**config.mk**
```make
export PLATFORM = sky130hd
export DESIGN_NAME = de_selector_scan
export DESIGN_NICKNAME = d
export VERILOG_FILES = /design/src/rtl/de_selector_scan.sv
export SDC_FILE = /design/constraint.sdc
export NUM_CORES = 1
export LEC_CHECK = 0
export BUFFER_PORTS_ARGS = -buffer_cell sky130_fd_sc_hd__buf_4
export CAP_MARGIN = 40
export CORE_AREA = 2 2 39 41
export CTS_CLUSTER_DIAMETER = 60
export DETAILED_ROUTE_END_ITERATION = 8
export DIE_AREA = 0 0 41 43
export GPL_ROUTABILITY_DRIVEN = 1
export HOLD_SLACK_MARGIN = 0.05
export SLEW_MARGIN = 10
export SYNTH_ARGS = -nofsm -noshare
export SYNTH_HDL_FRONTEND = slang
export SYNTH_SLANG_ARGS = --single-unit
```
**constraint.sdc**
```tcl
create_clock -name iClk -period 2.2 [get_ports iClk]
set_input_delay 0.44 -clock iClk [delete_from_list [all_inputs] [get_ports iClk]]
set_output_delay 0.44 -clock iClk [all_outputs]
set_load 0.005 [all_outputs]
```
**src/rtl/de_selector_scan.sv**
```systemverilog
// Registered 1-to-N de-selector with active-low outputs and an auto-scan mode.
// The channel is taken from iSel (manual) or from an internal scan counter
// that dwells SCAN_DIV cycles per channel. Every output comes straight from a flop.
module de_selector_scan #(
    parameter int SEL_W    = 2,
    parameter int SCAN_DIV = 4
) (
    input  logic                     iClk,
    input  logic                     iRst,
    input  logic                     iC,
    input  logic [SEL_W-1:0]         iSel,
    input  logic                     iMode,
    input  logic                     iEn,
    output logic [(1<<SEL_W)-1:0]    oZ,
    output logic [SEL_W-1:0]         oSel,
    output logic                     oWrap
);

    localparam int N     = 1 << SEL_W;
    localparam int CNT_W = (SCAN_DIV > 1) ? $clog2(SCAN_DIV) : 1;

    localparam logic [CNT_W-1:0] CNT_MAX = CNT_W'(SCAN_DIV - 1);
    localparam logic [CNT_W-1:0] CNT_ONE = CNT_W'(1);
    localparam logic [SEL_W-1:0] SEL_MAX = SEL_W'(N - 1);
    localparam logic [SEL_W-1:0] SEL_ONE = SEL_W'(1);

    typedef enum logic {
        ST_MANUAL = 1'b0,
        ST_SCAN   = 1'b1
    } state_t;

    state_t           r_state;
    state_t           w_state_next;
    logic [CNT_W-1:0] r_cnt;
    logic [CNT_W-1:0] w_cnt_next;
    logic [SEL_W-1:0] r_sel;
    logic [SEL_W-1:0] w_sel_next;
    logic [N-1:0]     r_z;
    logic [N-1:0]     w_z_next;
    logic             r_wrap;
    logic             w_wrap_next;

    // State register: MANUAL out of reset.
    always_ff @(posedge iClk or posedge iRst) begin
        if (iRst) begin
            r_state <= ST_MANUAL;
        end else begin
            r_state <= w_state_next;
        end
    end

    // Next state follows iMode while enabled; a disabled block holds its state.
    always_comb begin
        w_state_next = r_state;
        if (iEn) begin
            w_state_next = iMode ? ST_SCAN : ST_MANUAL;
        end
    end

    // Next selection, prescaler and wrap flag. Entering scan keeps the last
    // manual channel and restarts the dwell so it gets a full SCAN_DIV cycles.
    always_comb begin
        w_sel_next  = r_sel;
        w_cnt_next  = r_cnt;
        w_wrap_next = 1'b0;
        if (iEn) begin
            if (w_state_next == ST_MANUAL) begin
                w_sel_next = iSel;
                w_cnt_next = '0;
            end else if (r_state == ST_MANUAL) begin
                w_cnt_next = '0;
            end else if (r_cnt == CNT_MAX) begin
                w_cnt_next  = '0;
                w_sel_next  = r_sel + SEL_ONE;
                w_wrap_next = (r_sel == SEL_MAX);
            end else begin
                w_cnt_next = r_cnt + CNT_ONE;
            end
        end
    end

    // Active-low decode of the new selection; a disabled block drives all ones.
    genvar gi;
    generate
        for (gi = 0; gi < N; gi++) begin : g_decode
            assign w_z_next[gi] = ~(iEn & ~iC & (w_sel_next == SEL_W'(gi)));
        end
    endgenerate

    // Output and datapath registers, updated together so oZ and oSel always agree.
    always_ff @(posedge iClk or posedge iRst) begin
        if (iRst) begin
            r_z    <= '1;
            r_sel  <= '0;
            r_cnt  <= '0;
            r_wrap <= 1'b0;
        end else begin
            r_z    <= w_z_next;
            r_sel  <= w_sel_next;
            r_cnt  <= w_cnt_next;
            r_wrap <= w_wrap_next;
        end
    end

    assign oZ    = r_z;
    assign oSel  = r_sel;
    assign oWrap = r_wrap;

endmodule

```
==> impl_metrics.csv, run 1 <==
group,metric,value,unit
cts,tritoncts.num_buffers,3,
setup_path,reg_to_reg_slack_setup,0.35,ns
placed_design,port_bufs,13,
routing,postRouteWirelength,969,µm
synthesis,async_flop_share,100,%
synthesis,seq_area_frac_synth,51.0,%
setup_path,critical_path.endpoint_type,"flop",
cts,tritoncts,"done",
power_and_ir_drop,cellPowerDensity,699,mW/mm²
routing,dr.pass1.iters,4,
floorplan,initial_standard_cell_utilization_of_the_core,36.2,%
cts,clkTransAtPathRegs,0.07,ns
setup_path,cp.arrival,2.03,ns
final_layout,nNetsFinal,72,
cts,clock-sinks,10,
synthesis,synth-main-ff-cell,"sky130_fd_sc_hd__dfrtp_1",
synthesis,synth.avg_cell_area,11.1,µm²
timing,tightest_slew,0.398,ns
synthesis,post_synth_main_area_contributors,"sky130_fd_sc_hd__dfrtp_1, sky130_fd_sc_hd__dfstp_2, sky130_fd_sc_hd__ha_1, sky130_fd_sc_hd__nor2_1, sky130_fd_sc_hd__a21oi_1",
final_layout,fraction_of_layout_cells_with_a_size_suffix_above_1,41.0,%
global_route,global_route.overflow_total,0,
routing,number_of_vias_per_cell,5.16,
timing,fmax,542,MHz
synthesis,synth_seq_cells,10,
floorplan,num_io_pins,14,
min_path,hold_removal_path_class,"in2async",
floorplan,fp.dieArea,0.00176,mm²
timing,worst_clock_skew,0.00310,ns
synthesis,synth_top_area_share,30.0,%
timing,slew_viol_final,0,
synthesis,synthesized_instance_count,45,
synthesis,synthesis.area,500,µm²
timing,rsz0062_at_grt,"false",
global_route,grt_antenna_before_repair,0,
global_route,largest_net_degree_at_the_start_of_global_routing,14,
routing,final_ant_viol_nets,0,
timing,hold_violations_final,0,
setup_path,cp-start-kind,"flop",
timing,finalWorstPathRequiredPeriod,1.85,ns
timing,layout_worst_path_cycle_share,83.9,%
cts,clockRootBuffer,"sky130_fd_sc_hd__clkbuf_4",
setup_path,worstSetupPathType,"reg2reg",
run_status,outcome,"complete, no violations",
routing,routedWlPerCell,12.6,µm
placed_design,gp_routability_congestion,0.739,
timing,worst_case_setup_margin_in_the_final_layout,0.354,ns
power_and_ir_drop,static-leakage-power,0.306,nW
cts,clock_latency,0.27,ns
routing,initialDrtViolationCount,5,
setup_path,data_required_time_at_the_worst_endpoint,2.39,ns
global_route,grt_pass1_vias,384,
timing,final-setup-viol-count,0,
cts,cts-resized-gates,0,
timing,setup-tns-final,0,ns
global_route,grt_first_pass_wirelength,1600,µm
synthesis,post_synth_num_cell_types,25,
synthesis,syn_nets,55,
flow_run,timing.max_cap.violations,0,
cts,holdBufCountCts,0,
synthesis,yosysWarnings,0,
routing,drc,0,
final_layout,antenna-diode-count,0,
final_layout,layout-area-overhead-vs-synth,29.8,%
cts,clock_tree.buffer_depth,2,
power_and_ir_drop,worst_ir_drop_vdd,0.288,mV
routing,via_count,397,
placed_design,hpwlAfterDp,732,µm
placed_design,place_ws,0.359,ns
floorplan,num_rows,14,
floorplan,core_area,0.00138,mm²
floorplan,die_w,41,µm
cts,clock_tree.htree_level_count,1,
cts,post_cts.repair.setup_buffers,0,
synthesis,synth_enable_flop_cells,0,
floorplan,die_h,43,µm
timing,max-slew-margin-rel,73.5,%
synthesis,post-synth-top-area-cell,"sky130_fd_sc_hd__dfrtp_1",
setup_path,critical_path_fanouts_max,5,
global_route,grt_util_overall,14.4,%
[registers in the layout, indices dropped and copies added, names as in the netlist]
name,count
r_cnt,2
oZ,4
oWrap,1
oSel,2
r_state,1
[cells in the mapped netlist, types with 3 or more instances]
cell type	count
sky130_fd_sc_hd__inv_1	3
sky130_fd_sc_hd__a21oi_1	3
sky130_fd_sc_hd__nor2_1	5
sky130_fd_sc_hd__dfrtp_1	6
sky130_fd_sc_hd__o21ai_0	3
sky130_fd_sc_hd__dfstp_2	4
sky130_fd_sc_hd__ha_1	3
[path summary, 6_finish.rpt]
path                          start        to  cells past startpoint
hold / removal                 iRst  r_cnt[1]                      2
min in group iClk                iC     oZ[2]                      2
setup / recovery            oSel[0]     oZ[3]                      4
setup reg to reg            oSel[0]     oZ[3]                      4
max in group asynchronous      iRst     oZ[2]                      2
hold reg to reg            r_cnt[1]  r_cnt[1]                      2
[placed cells by master (no fill, tap or decap)]
master	instances
sky130_fd_sc_hd__o211ai_1	1
sky130_fd_sc_hd__inv_1	3
sky130_fd_sc_hd__o21a_1	1
sky130_fd_sc_hd__nand2b_2	1
sky130_fd_sc_hd__nor2b_1	1
sky130_fd_sc_hd__nor2_1	5
sky130_fd_sc_hd__ha_1	3
sky130_fd_sc_hd__dfrtp_1	6
sky130_fd_sc_hd__nand4_1	1
sky130_fd_sc_hd__mux2_2	1
sky130_fd_sc_hd__o21ai_0	3
sky130_fd_sc_hd__or4b_1	1
sky130_fd_sc_hd__nand2b_1	1
sky130_fd_sc_hd__clkbuf_4	3
sky130_fd_sc_hd__and4_1	1
sky130_fd_sc_hd__or4_1	1
sky130_fd_sc_hd__a22o_1	1
sky130_fd_sc_hd__and3_1	1
sky130_fd_sc_hd__a21oi_1	3
sky130_fd_sc_hd__dfstp_2	4
sky130_fd_sc_hd__and3b_1	1
sky130_fd_sc_hd__or3b_2	1
sky130_fd_sc_hd__a2111o_1	1
sky130_fd_sc_hd__and3_2	1
sky130_fd_sc_hd__clkbuf_8	1
sky130_fd_sc_hd__buf_4	13
sky130_fd_sc_hd__o41a_1	1
[where the power goes]
part	internal, mW	switching, mW	total, mW
logic	0.0389	0.0343	0.0731
registers	0.200	0.0141	0.215
clock network	0.101	0.0656	0.166
total	0.340	0.114	0.454
[layer usage]
layer  vias up  wire (µm)  track usage, %
met5         -          0               0
met4         0         40            14.0
met3         4         22            3.14
met2         7        469            19.7
met1       189        436            17.3
li1        197          -               -
[through the flow]
stage | power (mW) | hold WS [ns] | cells | instance area (µm²) | util, %
global route | 0.481 | 0.189 | 77 | 649 | 46.9
CTS | 0.462 | 0.161 | 77 | 649 | 46.9
finish | 0.454 | 0.152 | 77 | 649 | 46.9
global placement | 0.291 | 0.442 | 73 | 613 | 44.3
floorplan | 0.257 | 0.277 | 45 | 500 | -
detailed placement | 0.293 | 0.453 | 73 | 613 | 44.3
[worst max-delay path, cell delays in order (launching register included)]
cell and delay [ns]:
sky130_fd_sc_hd__dfrtp_1 0.42, sky130_fd_sc_hd__ha_1 0.29, sky130_fd_sc_hd__and3b_1 0.16, sky130_fd_sc_hd__o41a_1 0.37, sky130_fd_sc_hd__or4_1 0.53
[kinds of logic (layout without fill, tap and decap cells)]
logic type | Yosys count | count (layout) | synth area share (%)
simple gates | 16 | 16 | 20.8
buf+inv | 4 | 20 | 3.25
fa+ha+maj | 3 | 3 | 7.50
mux | 1 | 1 | 2.25
flops | 10 | 10 | 51.0
compound gates | 11 | 11 | 15.2
[layout make-up]
type / count / area [µm²]
inverters: 3 / 11.3
well taps: 16 / 20.0
clock buffers: 4 / 36.3
flip-flops and latches: 10 / 255
multi-input cells: 31 / 229
fillers: 137 / 734
repair buffers: 13 / 97.6
Power figures use the tool's default switching activity.
==> run 2: changes to the inputs <==
--- a/config.mk
+++ b/config.mk
@@ -5,6 +5,7 @@
 export SDC_FILE = /design/constraint.sdc
 export NUM_CORES = 1
 export LEC_CHECK = 0
+export ABC_AREA = 1
 export BUFFER_PORTS_ARGS = -buffer_cell sky130_fd_sc_hd__buf_4
 export CAP_MARGIN = 40
 export CORE_AREA = 2 2 39 41
==> constraint.sdc (replaced) <==
create_clock -name iClk -period 1.9 [get_ports iClk]
set_input_delay 0.38 -clock iClk [delete_from_list [all_inputs] [get_ports iClk]]
set_output_delay 0.38 -clock iClk [all_outputs]
set_load 0.005 [all_outputs]
==> impl_metrics.csv, run 2 <==
group,metric,value,unit
setup_path,critical_path_most_common_cell,"sky130_fd_sc_hd__nand2_1",
final_layout,antenna-diode-count,0,
floorplan,num_io_pins,14,
cts,holdBufCountCts,0,
final_layout,register_area,255,µm²
synthesis,synthesis.area,479,µm²
timing,finalWorstPathRequiredPeriod,1.30,ns
setup_path,worst_path_largest_cell_delay,0.43,ns
final_layout,fillerInstances,145,
routing,final_ant_viol_nets,0,
timing,rsz0062_at_grt,"false",
setup_path,critical_path.endpoint,"oZ[2]",
final_layout,area_of_combinational_cells_with_multiple_inputs,205,µm²
setup_path,data_required_time_at_the_worst_endpoint,2.10,ns
setup_path,cpLargestDelayFamily,"flip-flops",
global_route,grt_pass1_vias,374,
timing,slew_viol_final,0,
synthesis,post-synth-top-area-cell,"sky130_fd_sc_hd__dfrtp_1",
run_status,outcome,"complete, no violations",
synthesis,synth.avg_cell_area,9.04,µm²
cts,clkTransAtPathRegs,0.07,ns
cts,cts-resized-gates,0,
setup_path,r2r_cells,6,
cts,post_cts.repair.setup_buffers,0,
setup_path,critical_path.startpoint,"oSel[0]",
final_layout,nNetsFinal,81,
floorplan,initial_standard_cell_utilization_of_the_core,34.6,%
setup_path,cp.arrival,1.50,ns
final_layout,layout-area-overhead-vs-synth,32.1,%
setup_path,critical_path_fanouts_max,5,
routing,dr.pass1.iters,4,
final_layout,largest_register_ffs,4,
routing,drc,0,
synthesis,netlist_top_cells_count,"sky130_fd_sc_hd__nand2_1, sky130_fd_sc_hd__dfrtp_1, sky130_fd_sc_hd__dfstp_2, sky130_fd_sc_hd__inv_1",
setup_path,cpMaxStageDelayCell,"sky130_fd_sc_hd__dfrtp_1",
placed_design,hpwlAfterDp,740,µm
placed_design,port_bufs,13,
power_and_ir_drop,cellPowerDensity,825,mW/mm²
global_route,global_route.overflow_total,0,
setup_path,worstSetupPathType,"reg2reg",
setup_path,critical_path_depth,6,
routing,initialDrtViolationCount,5,
flow_run,timing.max_cap.violations,0,
cts,clock-sinks,10,
cts,clock_latency,0.27,ns
synthesis,synthesized_instance_count,53,
synthesis,post_synth_num_cell_types,18,
synthesis,seq_area_frac_synth,53.3,%
synthesis,post_synth_main_area_contributors,"sky130_fd_sc_hd__dfrtp_1, sky130_fd_sc_hd__dfstp_2, sky130_fd_sc_hd__nand2_1, sky130_fd_sc_hd__ha_1, sky130_fd_sc_hd__nand3_1",
synthesis,async_flop_share,100,%
routing,postRouteWirelength,950,µm
power_and_ir_drop,share_clk_of_total_power,38.2,%
timing,max-slew-margin-rel,74.4,%
timing,layout_worst_path_cycle_share,68.5,%
cts,clock_tree.buffer_depth,2,
synthesis,synth_top_area_share,31.3,%
final_layout,layout.core_utilization,45.8,%
setup_path,reg_to_reg_slack_setup,0.60,ns
min_path,hold_removal_path_class,"in2async",
timing,setup-tns-final,0,ns
setup_path,cp-start-kind,"flop",
power_and_ir_drop,combinationalPowerShare,15.1,%
timing,fmax,769,MHz
cts,clock_tree.htree_level_count,1,
synthesis,synth-main-ff-cell,"sky130_fd_sc_hd__dfrtp_1",
floorplan,core_area,0.00138,mm²
setup_path,worstReg2RegEnd,"oZ[2]",
power_and_ir_drop,switching_share,26.5,%
routing,number_of_vias_per_cell,4.60,
synthesis,synth_seq_cells,10,
global_route,grt_util_overall,14.2,%
synthesis,syn_nets,63,
floorplan,die_h,43,µm
floorplan,fp.dieArea,0.00176,mm²
power_and_ir_drop,power.net_switching,0.138,mW
timing,final-setup-viol-count,0,
cts,tritoncts.num_buffers,3,
cts,tritoncts,"done",
final_layout,fraction_of_layout_cells_with_a_size_suffix_above_1,38.6,%
timing,hold_violations_final,0,
final_layout,final_common_cell,"sky130_fd_sc_hd__nand2_1",
cts,clockRootBuffer,"sky130_fd_sc_hd__clkbuf_4",
global_route,largest_net_degree_at_the_start_of_global_routing,11,
global_route,grt_antenna_before_repair,0,
synthesis,yosys.cell_count.top_type,"sky130_fd_sc_hd__nand2_1",
setup_path,critical_path.endpoint_type,"flop",
timing,worst_clock_skew,0.00653,ns
power_and_ir_drop,intPower,0.384,mW
power_and_ir_drop,worst_ir_drop_vdd,0.370,mV
floorplan,num_rows,14,
synthesis,synth_enable_flop_cells,0,
timing,tightest_slew,0.384,ns
synthesis,yosysWarnings,0,
setup_path,worst-path-buf-inv,0,
final_layout,layout_common_cells,"sky130_fd_sc_hd__nand2_1, sky130_fd_sc_hd__buf_4, sky130_fd_sc_hd__dfrtp_1",
setup_path,crit_path_cell_trace,"ha_1 -> nand3_1 -> nand2_1 -> nand2_1 -> a21oi_1 -> nand2_1",
global_route,grt_first_pass_wirelength,1660,µm
setup_path,crit-reg2reg-launch,"oSel[0]",
power_and_ir_drop,p_seq_share,46.8,%
routing,via_count,396,
placed_design,gp_routability_congestion,0.797,
routing,routedWlPerCell,11.0,µm
power_and_ir_drop,static-leakage-power,0.321,nW
floorplan,die_w,41,µm
-- run 2: worst register-to-register path, delay by kind of cell, from the launching register on --
family	cells	cell delay, ns
adder cells (fa/ha/maj)	1	0.29
AO/OA/AOI/OAI	1	0.20
AND/OR/NAND/NOR	4	0.29
flip-flops	1	0.43
-- run 2: how the worst min path moves through the flow --
| stage | to | depth (start not counted) | slack [ns] | from |
|---|---|---|---|---|
| 3_5_place_dp | oSel[0] | 2 | 0.39 | iRst |
| 6_report | oSel[0] | 2 | 0.08 | iRst |
| 3_3_place_gp | r_state | 2 | 0.38 | iRst |
| 2_1_floorplan | oSel[0] | 1 | 0.22 | iRst |
| 4_1_cts | oSel[0] | 2 | 0.1 | iRst |
| 5_1_grt | oWrap | 2 | 0.10 | iRst |
-- run 2: layout make-up --
cell class              count  area share (%)
flip-flops and latches     10            40.3
multi-input cells          38            32.4
clock buffers               4            5.73
well taps                  16            3.16
inverters                   5            2.96
repair buffers             13            15.4
-- run 2: power groups by stage --
| stage | clock network, mW | logic (mW) | registers, mW |
|---|---|---|---|
| finish | 0.199 | 0.0788 | 0.244 |
| global placement | 0 | 0.0796 | 0.247 |
| detailed placement | 0 | 0.0791 | 0.248 |
| floorplan | 0 | 0.0446 | 0.246 |
| global route | 0.214 | 0.0892 | 0.247 |
| CTS | 0.202 | 0.0798 | 0.244 |
-- run 2: cells by family after synthesis --
| logic type | Yosys count | share of synthesized area [%] |
|---|---|---|
| adders and majority gates | 3 | 7.83 |
| DFF | 10 | 53.3 |
| and+or+nand+nor | 29 | 26.9 |
| AOI/OAI and AO/OA | 6 | 8.09 |
| buffers and inverters | 5 | 3.91 |
-- run 2: per-layer routing --
layer | share of wire (%) | up-vias | global-route usage [%] | wire length (µm)
li1 | - | 201 | - | -
met1 | 43 | 180 | 19.8 | 413
met2 | 51 | 13 | 19.7 | 480
met3 | 4.1 | 2 | 4.71 | 39
met4 | 1.8 | 0 | 6.00 | 17
met5 | 0 | - | 0 | 0
-- run 2: per-stage QoR --
stage / worst slack (ns) / power [mW] / area (µm²) / std cells / hold slack (ns)
finish: 0.599 / 0.522 / 633 / 86 / 0.0768
global route: 0.499 / 0.551 / 633 / 86 / 0.103
CTS: 0.600 / 0.526 / 633 / 86 / 0.0955
detailed placement: 0.616 / 0.327 / 597 / 82 / 0.388
global placement: 0.653 / 0.327 / 597 / 82 / 0.383
floorplan: 0.728 / 0.291 / 479 / 53 / 0.217
==> run 3: changes to the inputs <==
--- a/config.mk
+++ b/config.mk
@@ -5,7 +5,7 @@
 export SDC_FILE = /design/constraint.sdc
 export NUM_CORES = 1
 export LEC_CHECK = 0
-export ABC_AREA = 1
+export ABC_AREA = 0
 export BUFFER_PORTS_ARGS = -buffer_cell sky130_fd_sc_hd__buf_4
 export CAP_MARGIN = 40
 export CORE_AREA = 2 2 39 41
==> constraint.sdc (replaced) <==
create_clock -name iClk -period 1.2 [get_ports iClk]
set_input_delay 0.24 -clock iClk [delete_from_list [all_inputs] [get_ports iClk]]
set_output_delay 0.24 -clock iClk [all_outputs]
set_load 0.005 [all_outputs]
==> impl_metrics.csv, run 3 (synthesized netlist as in run 1, its figures left out) <==
group,metric,value,unit
setup_path,worstSetupPathType,"reg2reg",
routing,routedWlPerCell,12.2,µm
cts,clockRootBuffer,"sky130_fd_sc_hd__clkbuf_4",
timing,layout_worst_path_cycle_share,144,%
setup_path,data_required_time_at_the_worst_endpoint,1.37,ns
global_route,grt_first_pass_wirelength,1860,µm
floorplan,die_w,41,µm
timing,slew_viol_final,0,
routing,via_count,462,
timing,fmax,580,MHz
final_layout,fraction_of_layout_cells_with_a_size_suffix_above_1,55.3,%
global_route,grt_util_met2,21.3,%
routing,drc,0,
power_and_ir_drop,static-leakage-power,0.376,nW
final_layout,largest_register_ffs,4,
setup_path,cpMaxStageDelayCell,"sky130_fd_sc_hd__or4_1",
min_path,hold_removal_path_class,"in2reg",
run_status,failed_checks,"setup timing",
setup_path,cp.arrival,1.89,ns
final_layout,layout.core_utilization,56.6,%
cts,clkTransAtPathRegs,0.07,ns
timing,worst_clock_skew,0.0110,ns
floorplan,num_io_pins,14,
placed_design,hpwlAfterDp,815,µm
timing,rsz0062_at_grt,"true",
timing,worst_case_setup_margin_in_the_final_layout,-0.525,ns
timing,max-slew-margin-rel,69.2,%
setup_path,critical_path_fanouts_max,5,
floorplan,die_h,43,µm
final_layout,post_layout_nonfiller_instances,92,
final_layout,antenna-diode-count,0,
setup_path,worst_path_largest_cell_delay,0.41,ns
routing,number_of_vias_per_cell,5.02,
floorplan,num_rows,14,
global_route,global_route.overflow_total,0,
global_route,busiest_layer,"met1",
flow_run,timing.max_cap.violations,0,
setup_path,cp-start-kind,"flop",
placed_design,port_bufs,13,
routing,initialDrtViolationCount,10,
timing,finalWorstPathRequiredPeriod,1.73,ns
global_route,grt_util_overall,15.7,%
timing,hold_violations_final,0,
placed_design,gp_routability_congestion,0.736,
power_and_ir_drop,cellPowerDensity,1090,mW/mm²
final_layout,nNetsFinal,87,
global_route,grt_pass1_vias,440,
floorplan,core_area,0.00138,mm²
routing,dr.pass1.iters,4,
cts,clock-sinks,10,
setup_path,crit_path_cell_trace,"ha_1 -> and3b_1 -> o41a_1 -> or4_1",
floorplan,fp.dieArea,0.00176,mm²
global_route,largest_net_degree_at_the_start_of_global_routing,11,
routing,postRouteWirelength,1120,µm
run_status,outcome,"finished, violations left",
cts,clock_tree.htree_level_count,1,
setup_path,cpLargestDelayFamily,"simple AND/OR/NAND/NOR gates",
global_route,global_route.usage.met3,4.71,%
placed_design,number_of_cells_after_detailed_placement,83,
global_route,grt_use_met1,22.1,%
cts,tritoncts,"done",
global_route,grt_antenna_before_repair,0,
cts,clock_latency,0.26,ns
floorplan,initial_standard_cell_utilization_of_the_core,36.2,%
final_layout,layout_common_cells,"sky130_fd_sc_hd__buf_4, sky130_fd_sc_hd__dfrtp_1, sky130_fd_sc_hd__nor2_1, sky130_fd_sc_hd__dfstp_2",
cts,clock_tree.buffer_depth,2,
setup_path,worst-path-buf-inv,0,
setup_path,critical_path.endpoint_type,"flop",
routing,final_ant_viol_nets,0,
cts,tritoncts.num_buffers,3,
timing,tightest_slew,0.457,ns
power_and_ir_drop,worst_ir_drop_vdd,0.577,mV
timing,final-setup-viol-count,6,
final_layout,final_common_cell,"sky130_fd_sc_hd__buf_4",
final_layout,layout-area-overhead-vs-synth,56.5,%
==> run 3: cell count changes in the layout (fill, tap and decap cells not counted), sizes merged, moves of 2 or more <==
cell,before,now
nand2,21,0
nor2,3,5
buf,13,27
nand2b,0,2
and3,0,2
inv,5,3
nand3,4,0
==> run 3: metal layers <==
layer / share of wire, % / vias to the layer above
met3: 2.3 / 2
met4: 0.89 / 0
met1: 45 / 228
li1: - / 229
met2: 52 / 3
met5: 0 / -
==> run 3: cell type report <==
type | count | area, µm²
Inverter | 3 | 11.3
Multi-Input combinational cell | 31 | 246
Clock buffer | 4 | 26.3
Timing Repair Buffer | 28 | 224
Sequential cell | 10 | 255
Fill cell | 122 | 601
Tap cell | 16 | 20.0
==> run 3: final timing paths <==
kind,to,slack [ns],from,depth (start not counted)
max reg2reg,oZ[3],-0.53,oSel[0],4
min,oZ[2],0.21,iC,2
min reg2reg,r_cnt[1],0.56,r_cnt[1],2
min in group asynchronous,r_cnt[0],0.51,iRst,3
max,oZ[3],-0.53,oSel[0],4
max in group asynchronous,oZ[3],0.36,iRst,3
==> run 3: what timing repair did <==
item	in CTS	in global routing
hold buffers	1	0
endpoints found under the setup margin	6	8
gates cloned	0	0
resized for setup	4	4
pin swaps	6	7
endpoints found under the hold margin	6	0
setup buffers	3	3
==> run 3: per-stage QoR <==
step	hold slack (ns)	instance area [µm²]	power, mW	setup slack (ns)	TNS, ns
after floorplan	0.0773	503	0.471	-0.522	-1.78
after global placement	0.240	691	0.579	-0.514	-1.98
final	0.209	783	0.857	-0.525	-2.37
after global routing	0.197	783	0.914	-0.586	-2.70
after CTS	0.211	764	0.847	-0.504	-2.10
after detailed placement	0.244	691	0.583	-0.543	-2.16
==> run 3: power by group <==
part	internal [mW]	switching (mW)
sequential	0.368	0.0175
clock	0.128	0.106
combinational	0.137	0.100
total	0.633	0.224
